==> config.mk <==
export PLATFORM = sky130hd
export DESIGN_NAME = color_palette_dbuf
export DESIGN_NICKNAME = d
export VERILOG_FILES = /design/src/rtl/color_palette_dbuf.sv
export SDC_FILE = /design/constraint.sdc
export NUM_CORES = 1
export LEC_CHECK = 0
export BUFFER_PORTS_ARGS = -buffer_cell sky130_fd_sc_hd__buf_2
export CAP_MARGIN = 10
export CORE_MARGIN = 2
export CORE_UTILIZATION = 37
export CTS_BUF_LIST = sky130_fd_sc_hd__clkbuf_8
export CTS_CLUSTER_DIAMETER = 120
export DETAILED_ROUTE_END_ITERATION = 12
export GPL_ROUTABILITY_DRIVEN = 0
export PLACE_DENSITY_LB_ADDON = 0.2
export SLEW_MARGIN = 20
export SYNTH_ARGS = -nofsm -noshare
export SYNTH_HDL_FRONTEND = slang
export SYNTH_SLANG_ARGS = --single-unit
==> constraint.sdc <==
create_clock -name iclk -period 7.7 [get_ports iclk]
set_input_delay 1.54 -clock iclk [delete_from_list [all_inputs] [get_ports iclk]]
set_output_delay 1.54 -clock iclk [all_outputs]
set_load 0.005 [all_outputs]
==> src/rtl/color_palette_dbuf.sv <==
// Double-buffered colour palette: the host fills a shadow bank, and a commit swaps it
// in at the next frame boundary; the pixel path reads the active bank with one cycle of latency.
module color_palette_dbuf #(
    parameter  int unsigned WIDTH = 24,
    parameter  int unsigned DEPTH = 4,
    localparam int unsigned AW    = $clog2(DEPTH)
) (
    input  logic             iclk,
    input  logic             irst_n,
    input  logic             iwr,
    input  logic [AW-1:0]    iwaddr,
    input  logic [WIDTH-1:0] iwdata,
    output logic             owr_ready,
    input  logic             icommit,
    input  logic             iframe,
    input  logic             ird,
    input  logic [AW-1:0]    iraddr,
    output logic [WIDTH-1:0] ordata,
    output logic             ordata_valid,
    output logic             ocommit_pending,
    output logic             obank
);

    typedef enum logic [1:0] {
        ST_IDLE    = 2'd0,
        ST_PENDING = 2'd1,
        ST_SYNC    = 2'd2
    } state_t;

    state_t           r_state;
    state_t           w_state_nxt;
    logic [WIDTH-1:0] r_bank [2][DEPTH];
    logic             r_bank_sel;
    logic [AW-1:0]    r_sync_cnt;
    logic [WIDTH-1:0] r_rdata;
    logic             r_rdata_valid;

    logic w_shadow_sel;
    logic w_wr_in_range;
    logic w_rd_in_range;
    logic w_sync_last;
    logic w_wr_en;
    logic w_swap;
    logic w_sync_act;

    assign w_shadow_sel  = ~r_bank_sel;
    assign w_wr_in_range = 32'(iwaddr) < DEPTH;
    assign w_rd_in_range = 32'(iraddr) < DEPTH;
    assign w_sync_last   = (r_sync_cnt == AW'(DEPTH - 1));

    always_ff @(posedge iclk) begin
        if (!irst_n) begin
            r_state <= ST_IDLE;
        end else begin
            r_state <= w_state_nxt;
        end
    end

    always_comb begin
        w_state_nxt = r_state;
        case (r_state)
            ST_IDLE:    if (icommit)     w_state_nxt = ST_PENDING;
            ST_PENDING: if (iframe)      w_state_nxt = ST_SYNC;
            ST_SYNC:    if (w_sync_last) w_state_nxt = ST_IDLE;
            default:                     w_state_nxt = ST_IDLE;
        endcase
    end

    // Shadow is writable only in IDLE; a same-cycle commit still takes the write.
    always_comb begin
        owr_ready       = 1'b0;
        ocommit_pending = 1'b0;
        w_swap          = 1'b0;
        w_sync_act      = 1'b0;
        case (r_state)
            ST_IDLE:    owr_ready = 1'b1;
            ST_PENDING: begin
                ocommit_pending = 1'b1;
                w_swap          = iframe;
            end
            ST_SYNC:    begin
                ocommit_pending = 1'b1;
                w_sync_act      = 1'b1;
            end
            default:    owr_ready = 1'b0;
        endcase
        w_wr_en = owr_ready & iwr & w_wr_in_range;
    end

    always_ff @(posedge iclk) begin
        if (!irst_n) begin
            r_bank_sel <= 1'b0;
            r_sync_cnt <= '0;
        end else begin
            if (w_swap) begin
                r_bank_sel <= ~r_bank_sel;
            end
            if (w_sync_act) begin
                r_sync_cnt <= w_sync_last ? '0 : r_sync_cnt + AW'(1);
            end
        end
    end

    // After a swap, the new shadow is refilled from the new active bank one entry per cycle.
    always_ff @(posedge iclk) begin
        if (!irst_n) begin
            for (int unsigned b = 0; b < 2; b++) begin
                for (int unsigned e = 0; e < DEPTH; e++) begin
                    r_bank[b][e] <= '0;
                end
            end
        end else if (w_wr_en) begin
            r_bank[w_shadow_sel][iwaddr] <= iwdata;
        end else if (w_sync_act) begin
            r_bank[w_shadow_sel][r_sync_cnt] <= r_bank[r_bank_sel][r_sync_cnt];
        end
    end

    // The read samples the bank select before any toggle on the same edge.
    always_ff @(posedge iclk) begin
        if (!irst_n) begin
            r_rdata       <= '0;
            r_rdata_valid <= 1'b0;
        end else begin
            r_rdata_valid <= ird;
            if (ird) begin
                r_rdata <= w_rd_in_range ? r_bank[r_bank_sel][iraddr] : '0;
            end
        end
    end

    assign ordata       = r_rdata;
    assign ordata_valid = r_rdata_valid;
    assign obank        = r_bank_sel;

endmodule

# Yosys cells after proc, flatten, opt, wreduce, memory -nomap -nowiden
# Memories as Yosys holds them, arrays and structs flattened. A register that Yosys moved wholly into a read port is not among the register bits.
# Index checks and enable logic that the tools add are counted.
# op_classes
muxes,128
magnitude_cmp,5
add_sub_neg,1
reduce_logical,6
n_eq_ne,6
bitwise_logic,101
# op_table
operator,count
96-bit two-way mux,4
24-bit two-way mux,6
1-bit two-way mux,109
24-bit binary-select mux with 2-bit select,2
24-bit demux with 2-bit select,2
1-bit bitwise OR,96
96-bit OR reduction,1
3-bit >= comparator (second input constant),3
2-bit inverter with 3-bit output,3
2-bit two-way mux,4
3-bit by 1-bit less-than comparator with 1-bit output (second input constant),2
2-bit != test (second input constant),3
2-bit case mux with 3 select lines,1
2-bit == test (second input constant),2
3-bit AND reduction,1
2-bit by 1-bit adder with 2-bit output (second input constant),1
2-bit by 1-bit == test with 1-bit output (second input constant),1
1-bit logical AND,2
2-bit logical NOT,1
2-bit OR reduction,1
1-bit bitwise AND,1
1-bit inverter,1
# word_totals
n_memories,1
in_bits,34
register_bits,30
mem_bits_rw,192
word_cells,253
out_inout_bits,28
# mem_list
name,depth,word_bits,read_ports,rd_ports_with_merged_regs,wr,line_no,text
r_bank,2,96,1,1,2,32,logic [WIDTH-1:0] r_bank [2][DEPTH];

# Logic depth before layout (Yosys ltp)
# logic_depth
word_depth,9
mapped_depth,10
depth_no_buf,6

# Least setup slack after synthesis
# OpenSTA, ideal clock, no wires.
# synth_path
path_type,input port to flip-flop
start,input irst_n
end,memory r_bank[1][24] (netlist name) (enable)
setup_time_ns,0.438
n_path_buf,1
arrival_time_ns,3.786
t_required_ns,7.262
path_stages,5
path_slack_ns,3.476
cell_sequence,buf_2 -> nand4_1 -> nor2_1 -> nor2_1 -> o21ai_0
# synth_rtl
element,line_no,text
from (decl),9,"input logic irst_n,"
to (decl),32,

==> out/qor.yml <==
hp-class: "register to register"
hold_depth: 2
initial_utilization_pct: 37.6
cts_hold_buf: 0
max_freq_mhz: 234
root_buffer: "clkbuf_8"
cts_max_level: 2
synth_top_area_cell: "edfxtp_1"
syn-num-nets: 993
die_x_um: 183
rrSetupSlack_ns: 3.60
nNetsFinal: 1039
drt_iter0_drc: 730
die_y_um: 183
wl_um: 34500
setup_viol: 0
crit_end: "r_bank[0][89]$_SDFFCE_PN0P_"
core-area_mm2: 0.0315
endpoint_kind: "register"
worstPathArrival_ns: 4.49
hold_viol_final: 0
layout-drive-gt1-share_pct: 31.0
drc: 0
crit_fanout: 31
synth-seq-cells: 223
grt_pass1_vias: 8407
finClkSkew_ns: 0.0195
syn_area_mm2: 0.0118
setup.worst_path.start: "irst_n"
numCtsBuffers: 41
cts_tree: "built"
final.fill_count: 2952
grt_first_pass_wirelength_um: 52900
synth.distinct_cells: 34
cap_violations: 0
fin_cells: 1430
startpoint_type: "primary input"
grt_max_degree: 69
slew_violations: 0
status: "complete, no violations"
placed_area_mm2: 0.0124
r2r_start: "r_sync_cnt[1]$_SDFFE_PN0N_"
cp_data_required_time_ns: 7.91
ff2ff_path_depth: 7
portBuffers: 61
crit_chain: "buf_2 > buf_4 > nand3_1 > buf_4 > o21ai_0 > nand2_1 > buf_4 > nand2_1 > buf_4"
stdcell_area_mm2: 0.0132
yosys_warnings: 0
critical-path-top-delay-family: "buffers and inverters"
cp_num_cells: 9
crit_type: "primary input to register"
grt-ovfl-total: 0
ant_nets: 0
syn2layout_area_growth_pct: 12.0
vias: 8353
ys_seq_area_share_pct: 54.0
slowest_delay_ns: 0.69
path_buf_inv: 5
synth_area_leaders: "edfxtp_1, mux4_2, nor3_1"
synth_top_area_share_pct: 48.8
setup_tns_ns: 0
first_pass_iters: 5
clk_pin_slew_ns: 0.06
antenna_found_initial: 0
pin_count: 62
power_density_mw_per_mm2: 260
worstMarginPinSlew_ns: 0.988
cts_setup_buffers: 0
max-clock-path-buffers: 3
antenna_cells: 0
peakVddDrop_uv: 98.2
timing.final.crit_share_pct: 55.6
r2r-end: "r_bank[0][60]$_SDFFCE_PN0P_"
max_slew_margin_pct: 34.1
post_cts_resized: 0
leakage_nw: 4.68
synth_cells: 950
avgSynthCellArea_um2: 12.4
wl_per_cell_um: 24.1
cts_sinks: 223
dp.final_hpwl_um: 21100
viasPerCell: 5.84
critPathSlowestCell: "nand2_1"
rsz0062_at_grt: "false"
place_inst: 1354
die_area_mm2: 0.0334
post-route-min-period_ns: 4.28
clkLatencyLatePin_ns: 0.54
rows: 65
cp_common_cell: "buf_4"
grt.total_usage_pct: 21.1
power_mw: 3.44
-- power breakdown --
group          internal (mW)  total [mW]  switching [mW]
clock network          0.571        1.08           0.510
logic                  0.350       0.789           0.439
registers               1.46        1.57           0.109
-- sequential cells by signal (all words and copies together), names as in the netlist, named ones only --
signal        cells
r_sync_cnt        2
r_bank          192
ordata           24
ordata_valid      1
r_state           2
obank             1
-- layout by cell type (no fill, tap or decap), types with 17 or more instances in the layout --
| master | Yosys | routed |
|---|---|---|
| nor2_2 | 56 | 56 |
| mux4_2 | 93 | 93 |
| edfxtp_1 | 192 | 192 |
| nor3_1 | 184 | 184 |
| inv_1 | 8 | 24 |
| o22ai_1 | 26 | 26 |
| mux2_2 | 23 | 23 |
| o21ai_0 | 29 | 28 |
| clkbuf_8 | 0 | 45 |
| dfxtp_1 | 31 | 29 |
| nor2_1 | 155 | 155 |
| nand2_1 | 21 | 17 |
| buf_4 | 3 | 18 |
| buf_2 | 12 | 61 |
-- cells in the mapped netlist, drive strengths merged --
| cell | instances |
|---|---|
| nand4b | 1 |
| and3 | 5 |
| nand3b | 1 |
| nand2b | 4 |
| o41ai | 1 |
| a211oi | 2 |
| mux4 | 93 |
| ha | 9 |
| o21ai | 30 |
| buf | 30 |
| edfxtp | 192 |
| mux2i | 7 |
| o22ai | 26 |
| o32ai | 2 |
| nand4 | 3 |
| nand2 | 21 |
| nor2 | 211 |
| mux2 | 23 |
| nor2b | 3 |
| clkbuf | 47 |
| xnor2 | 1 |
| dfxtp | 31 |
| nand3 | 9 |
| and2 | 3 |
| inv | 8 |
| a21oi | 1 |
| nor3 | 184 |
| a222oi | 1 |
| o21a | 1 |
-- layout make-up --
type	instances	area, µm²	share of cell area (%)
Clock buffer	45	619	4.68
Clock inverter	30	150	1.13
Inverter	8	30.0	0.227
Multi-Input combinational cell	642	5070	38.3
Sequential cell	223	6390	48.3
Tap cell	402	503	3.80
Timing Repair Buffer	80	468	3.54
-- metrics by stage --
step / util (%) / hold WS, ns / setup slack [ns]
floorplan: - / 0.487 / 3.48
global placement: 39.5 / 0.474 / 2.68
detailed placement: 39.5 / 0.480 / 2.52
CTS: 41.9 / 0.498 / 3.07
global route: 42.0 / 0.527 / 3.16
finish: 42.0 / 0.492 / 3.42
-- cells by family after synthesis --
group / after synthesis / synth area share [%]
mux: 123 / 20.5
flops: 223 / 54.0
simple gates: 445 / 17.8
fa+ha+maj: 9 / 0.953
xor+xnor: 1 / 0.0741
compound gates: 64 / 3.19
buf+inv: 85 / 3.43
-- tightest hold or removal path, cell delays in order, from the launching register on --
cell and delay, ns:
dfxtp_1 0.31, o21ai_0 0.07, nor2_1 0.07
-- worst min path at each step --
stage	to	start	slack [ns]
floorplan	ordata[10]$_SDFFE_PN0P_	ordata[10]$_SDFFE_PN0P_	0.49
global placement	ordata[2]$_SDFFE_PN0P_	ordata[2]$_SDFFE_PN0P_	0.47
detailed placement	ordata[2]$_SDFFE_PN0P_	ordata[2]$_SDFFE_PN0P_	0.48
CTS	ordata[20]$_SDFFE_PN0P_	ordata[20]$_SDFFE_PN0P_	0.50
global route	ordata[23]$_SDFFE_PN0P_	ordata[23]$_SDFFE_PN0P_	0.53
finish	ordata[1]$_SDFFE_PN0P_	ordata[1]$_SDFFE_PN0P_	0.49
-- routing by layer --
| layer | wire length (µm) | global-route usage, % | up-vias | share of wire [%] |
|---|---|---|---|---|
| met5 | 0 | 0 | - | 0 |
| met4 | 761 | 5.84 | 0 | 2.2 |
| met3 | 2370 | 3.15 | 56 | 6.9 |
| met2 | 16200 | 33.9 | 341 | 47 |
| met1 | 15200 | 30.1 | 4213 | 44 |
| li1 | - | - | 3743 | - |
Note: power is estimated with default switching activity, not from simulation.
